<file path="config.mk">
export PLATFORM = sky130hd
export DESIGN_NAME = rob
export DESIGN_NICKNAME = d
export VERILOG_FILES = /design/src/rtl/rob_pkg.sv /design/src/rtl/rob.sv
export SDC_FILE = /design/constraint.sdc
export NUM_CORES = 2
export LEC_CHECK = 0
export CELL_PAD_IN_SITES_DETAIL_PLACEMENT = 0
export CELL_PAD_IN_SITES_GLOBAL_PLACEMENT = 2
export CORE_MARGIN = 2
export CORE_UTILIZATION = 45
export DETAILED_ROUTE_END_ITERATION = 8
export PLACE_DENSITY = 0.81
export SYNTH_ARGS = -nofsm -noshare
export SYNTH_HDL_FRONTEND = slang
export SYNTH_SLANG_ARGS = --single-unit
</file>
<file path="constraint.sdc">
create_clock -name clk -period 66.6 [get_ports clk]
set_input_delay 6.66 -clock clk [delete_from_list [all_inputs] [get_ports clk]]
set_output_delay 6.66 -clock clk [all_outputs]
set_load 0.01 [all_outputs]
</file>
<file path="src/rtl/rob_pkg.sv">
// Shared types and constants for the reorder buffer and its consumers.
package rob_pkg;

  localparam int ROB_LOG_DEFAULT = 4;
  localparam int DATA_W          = 32;
  localparam int REG_W           = 5;
  localparam bit TRUE            = 1'b1;
  localparam bit FALSE           = 1'b0;

  typedef logic [DATA_W-1:0] data_t;
  typedef logic [REG_W-1:0]  reg_idx_t;

  // One in-flight instruction: busy = allocated, done = result captured.
  typedef struct packed {
    logic     busy;
    logic     done;
    reg_idx_t rd;
    data_t    val;
  } rob_entry_t;

endpackage

</file>
<file path="src/rtl/rob.sv">
// Reorder buffer: circular queue of in-flight instructions. Allocates at
// tail, captures CDB results by id, retires from head in program order.
//
// Issue handshake: is_valid is a request and is_full is the stall signal.
// An entry is allocated on a rising edge where is_valid && !is_full &&
// rdy && !flush hold; is_name is the id that allocation receives. is_full
// comes from the registered count, so a same-cycle commit does not lift it.
module rob
  import rob_pkg::*;
#(
  parameter int ROB_LOG = ROB_LOG_DEFAULT
) (
  input  logic               clk,
  input  logic               rst,
  input  logic               rdy,
  input  logic               flush,
  input  logic               is_valid,
  input  logic [4:0]         is_rd,
  output logic [ROB_LOG-1:0] is_name,
  output logic               is_full,
  input  logic [ROB_LOG-1:0] reg_ord1,
  input  logic [ROB_LOG-1:0] reg_ord2,
  output logic               reg_rdy1,
  output logic               reg_rdy2,
  output logic [31:0]        reg_val1,
  output logic [31:0]        reg_val2,
  input  logic               cdb_valid,
  input  logic [ROB_LOG-1:0] cdb_name,
  input  logic [31:0]        cdb_val,
  output logic               cm_valid,
  output logic [4:0]         cm_rd,
  output logic [31:0]        cm_val,
  output logic [ROB_LOG-1:0] cm_name
);

  localparam int ROB_SIZE = 1 << ROB_LOG;
  localparam logic [ROB_LOG:0] COUNT_FULL = (ROB_LOG+1)'(ROB_SIZE);

  rob_entry_t         ent_q [ROB_SIZE];
  rob_entry_t         ent_d [ROB_SIZE];
  logic [ROB_LOG-1:0] head_q, head_d;
  logic [ROB_LOG-1:0] tail_q, tail_d;
  logic [ROB_LOG:0]   count_q, count_d;
  logic               cm_valid_q, cm_valid_d;
  reg_idx_t           cm_rd_q, cm_rd_d;
  data_t              cm_val_q, cm_val_d;
  logic [ROB_LOG-1:0] cm_name_q, cm_name_d;
  logic               alloc, commit;

  assign is_name  = tail_q;
  assign is_full  = (count_q == COUNT_FULL);
  assign cm_valid = cm_valid_q;
  assign cm_rd    = cm_rd_q;
  assign cm_val   = cm_val_q;
  assign cm_name  = cm_name_q;

  // Operand lookups: same-cycle CDB bypass first, then the stored result.
  always_comb begin
    reg_rdy1 = ent_q[reg_ord1].busy && ent_q[reg_ord1].done;
    reg_val1 = reg_rdy1 ? ent_q[reg_ord1].val : '0;
    if (cdb_valid && (cdb_name == reg_ord1)) begin
      reg_rdy1 = TRUE;
      reg_val1 = cdb_val;
    end
    reg_rdy2 = ent_q[reg_ord2].busy && ent_q[reg_ord2].done;
    reg_val2 = reg_rdy2 ? ent_q[reg_ord2].val : '0;
    if (cdb_valid && (cdb_name == reg_ord2)) begin
      reg_rdy2 = TRUE;
      reg_val2 = cdb_val;
    end
  end

  // Next state: writeback, then commit, then allocate (allocation wins).
  always_comb begin
    ent_d      = ent_q;
    head_d     = head_q;
    tail_d     = tail_q;
    count_d    = count_q;
    cm_valid_d = FALSE;
    cm_rd_d    = cm_rd_q;
    cm_val_d   = cm_val_q;
    cm_name_d  = cm_name_q;
    alloc      = is_valid && !is_full;
    commit     = ent_q[head_q].busy && ent_q[head_q].done;
    if (flush) begin
      for (int i = 0; i < ROB_SIZE; i++) begin
        ent_d[i].busy = FALSE;
        ent_d[i].done = FALSE;
      end
      head_d  = '0;
      tail_d  = '0;
      count_d = '0;
    end else if (rdy) begin
      if (cdb_valid && ent_q[cdb_name].busy) begin
        ent_d[cdb_name].done = TRUE;
        ent_d[cdb_name].val  = cdb_val;
      end
      if (commit) begin
        cm_valid_d          = TRUE;
        cm_rd_d             = ent_q[head_q].rd;
        cm_val_d            = ent_q[head_q].val;
        cm_name_d           = head_q;
        ent_d[head_q].busy  = FALSE;
        head_d              = head_q + 1'b1;
      end
      if (alloc) begin
        ent_d[tail_q].busy = TRUE;
        ent_d[tail_q].done = FALSE;
        ent_d[tail_q].rd   = is_rd;
        ent_d[tail_q].val  = '0;
        tail_d             = tail_q + 1'b1;
      end
      count_d = count_q + (ROB_LOG+1)'(alloc) - (ROB_LOG+1)'(commit);
    end
  end

  // State registers with asynchronous clear.
  always_ff @(posedge clk or posedge rst) begin
    if (rst) begin
      for (int i = 0; i < ROB_SIZE; i++) ent_q[i] <= '0;
      head_q     <= '0;
      tail_q     <= '0;
      count_q    <= '0;
      cm_valid_q <= FALSE;
      cm_rd_q    <= '0;
      cm_val_q   <= '0;
      cm_name_q  <= '0;
    end else begin
      ent_q      <= ent_d;
      head_q     <= head_d;
      tail_q     <= tail_d;
      count_q    <= count_d;
      cm_valid_q <= cm_valid_d;
      cm_rd_q    <= cm_rd_d;
      cm_val_q   <= cm_val_d;
      cm_name_q  <= cm_name_d;
    end
  end

endmodule

</file>
==> metrics.md <==
| Metric | Value |
|---|---|
| FMAX | about 56 MHz |
| Worst-Skew Late Latency | 0.63 ns |
| Worst Hold Depth | 2 |
| Share of post-route cells with drive strength above 1 | 28.63% |
| Die Wd | ~300 um |
| Number of global-route vias before repair | roughly 31,000 |
| Setup_tns | 0 ns |
| PortBufs | 167 |
| H-tree levels | 3 |
| Cells after Synth | 2,959 |
| Worst-case clock buffer depth | 3 |
| Hold buffers post-CTS | 0 |
| Core box area | a little under 90,000 um^2 |
| #FFs+latches synth | 679 |
| Max Cap Viol | 0 |
| Postcts setup bufs | 0 |
| R2R Path End | cm_val[31]$_DFFE_PP0P_ |
| WP data required | 59.94 ns |
| Worst clock skew | about 0.027 ns |
| Status | finished, final reports clean |
| GR Overflow Total | 0 |
| PwrDens | 21.44 nW/um^2 |
| RSZ-0062 raised after global routing | false |
| Worst slack, placed | 48.96 ns |
| Critical-path top delay cell | buf_4 |
| CTS tree | done |
| Share of flip-flops with an asynchronous set or reset | 100.0% |
| Router iterations before antenna repair | 6 |
| Leak | 18.54 nW |
| Vias/cell | 7.183 |
| Root Buffer | clkbuf_16 |
| Area growth syn-to-layout | 13.86% |
| Clk sinks | 679 |
| Antenna violations before repair | 2 |
| Worst slew pin tran | 1.469 ns |
| Synthesized area | 39,160 um^2 |
| Starting Density | 45.27% |
| Setup violations, final | 0 |
| Layout Nets | around 3,000 |
| Slack of the critical path | 48.85 ns |
| CP max FO | 84 |
| Final Critical Period | 17.75 ns |
| Reg2reg setup slack | 61.45 ns |
| Worst r2r src | head_q[0]$_DFFE_PP0P_ |
| Slew HR | 1.770% |
| Dominant synthesized flop cell | dfrtp_1 |
| Syn nets | 3,029 |
| First-pass GRT wire length | 212.3 mm |
| Data arrival time of the critical path | 11.09 ns |
| EDFF count, synth | 0 |
| HP Class | reg -> reg |
| TritonCTS Buffers | 79 |
| Most common cell after layout, fill and taps aside | dfrtp_1 |
| Number of I/O pins | about 170 |
| Mapped Avg Cell Area | 13.23 um^2 |
| Post-route ant nets | 0 |
| PostCTS Resize Cnt | 0 |
| Most used cell, CP | buf_4 |
| DP Wirelength | 78.30 mm |
| Most frequent cells in the layout | 675 x dfrtp_1, 468 x a22o_1, 453 x mux4_2, 288 x nand2_1, 159 x clkdlybuf4s50_1 |
| Cells along the critical path | buf_6, buf_4, nand4_1, nand4b_1, o22ai_1, a211o_2, buf_4, o31ai_1, clkdlybuf4s50_1 |
| Final Total Pwr | 0.9557 mW |
| # rows | 108 |
| Global Route Usage Sum | 32.37% |
| Crit-path max cell delay | approximately 0.9 ns |
| Worst vdd ir | 0.01737 mV |
| Largest net degree at the start of global routing | around 180 |
| Final Slew Violations | 0 |
| Ys Warns | 0 |
| Final wirelength | ~140 mm |
| Crit path kind | in -> out |
| Cell variety after synth | 60 |
| Fin Hold WS | 0.4762 ns |
| Die Y | approximately 300 um |
| GP Congestion | 0.8738 |
| Vias | between 20,000 and 30,000 |
| DRC | 0 |
| Critical path startpoint category | primary input |
| Final hold vios | 0 |
| WL/cell | about 35 um |
| Die area | 89,390 um^2 |
| CP endpoint kind | output port |
| DR iter-0 viols | 3,714 |
| Clock-pin slew on the worst setup and hold paths | 0.06 ns |
| Crit path from | reg_ord1[1] |
| R2R cell count | 6 |
| Seq/Total Area, Yosys | 43.39% |
| Final Cycle Share | roughly a quarter |
report_power, final:
group / switching [mW] / internal (mW) / total [mW] / leakage (nW)
Sequential: 0.00299 / 0.417 / 0.420 / 9.45
Combinational: 0.0473 / 0.0227 / 0.0700 / 7.72
Clock: 0.181 / 0.284 / 0.466 / 1.37
Total: 0.232 / 0.724 / 0.956 / 18.5
worst max path at each step:
stage                   endpoint  slack, ns  cells after the start
floorplan              async pin      40.91                      1
global placement    reg_val2[29]      48.98                      8
detailed placement  reg_val1[27]      48.96                      9
CTS                 reg_val1[27]      48.94                      9
global route        reg_val1[27]      48.76                      9
finish              reg_val1[27]      48.85                      9
Yosys cell counts, types with 3 or more instances:
| cell | n | area [um^2] |
|---|---|---|
| and3b_1 | 3 | 26.28 |
| a311oi_1 | 7 | 61.31 |
| a21oi_1 | 86 | 430.4 |
| mux4_2 | 453 | 10200 |
| nand3b_1 | 5 | 37.54 |
| nor4_1 | 6 | 37.54 |
| clkbuf_1 | 209 | 784.5 |
| a22o_1 | 468 | 4099 |
| or3_1 | 6 | 37.54 |
| buf_1 | 81 | 304.0 |
| and2_1 | 3 | 18.77 |
| a31oi_1 | 3 | 18.77 |
| o31ai_1 | 64 | 480.5 |
| nand2_1 | 290 | 1089 |
| a31o_2 | 7 | 61.31 |
| o21ai_1 | 5 | 25.02 |
| buf_2 | 55 | 275.3 |
| nand2b_1 | 3 | 18.77 |
| dfrtp_1 | 679 | 16990 |
| inv_1 | 20 | 75.07 |
| nand4_1 | 5 | 31.28 |
| ha_1 | 14 | 175.2 |
| nor3_1 | 7 | 35.03 |
| o2bb2ai_1 | 6 | 52.55 |
| buf_6 | 4 | 45.04 |
| nand4b_1 | 5 | 43.79 |
| mux2_2 | 133 | 1498 |
| mux2i_1 | 47 | 470.5 |
| xor2_1 | 7 | 61.31 |
| a32o_1 | 5 | 50.05 |
| xnor2_1 | 6 | 52.55 |
| mux2_1 | 27 | 304.0 |
| nor2b_1 | 8 | 50.05 |
| a211oi_1 | 20 | 150.1 |
| nor2_1 | 81 | 304.0 |
| and3_1 | 5 | 31.28 |
| nand3_1 | 21 | 105.1 |
| o21ai_0 | 78 | 390.4 |
layout make-up:
class	count	area, um^2
Multi-Input combinational cell	1907	21010
Clock buffer	118	2407
Fill cell	7235	41900
Tap cell	1155	1445
Clock inverter	23	361.6
Inverter	22	90.09
Antenna cell	2	5.005
Sequential cell	679	17000
Timing Repair Buffer	244	2257
logic make-up (layout without fill, tap and decap cells):
logic type	count (synthesis)	after routing	synth area share [%]
and+or+nand+nor	459	459	5.017
other	0	2	0
xor gates and xnor gates	13	13	0.2908
AOI/OAI and AO/OA	760	760	15.09
adders and majority gates	15	15	0.4985
buffers and inverters	373	407	3.847
DFF	679	679	43.39
muxes	660	660	31.86
metrics by stage:
step / cell area, um^2 / util (%) / cells
2_1_floorplan: 39160 / - / 2959
3_3_place_gp: 41810 / 48.34 / 4007
3_5_place_dp: 41810 / 48.34 / 4007
4_1_cts: 44580 / 51.54 / 4148
5_1_grt: 44580 / 51.54 / 4148
6_report: 44580 / 51.55 / 4150
critical path, delay by kind of cell:
family | cells | cell delay (ns)
buffers and inverters | 4 | 2.68
and+or+nand+nor | 2 | 0.32
AOI/OAI and AO/OA | 3 | 1.29
metal layers:
metal | vias up | wire [um] | track usage (%)
li1 | 11641 | - | -
met1 | 15831 | 55180 | 43.83
met2 | 1964 | 66860 | 49.92
met3 | 373 | 15620 | 8.659
met4 | 0 | 6492 | 13.05
met5 | - | 0 | 0
No activity file was read; power rests on OpenSTA's default activity.
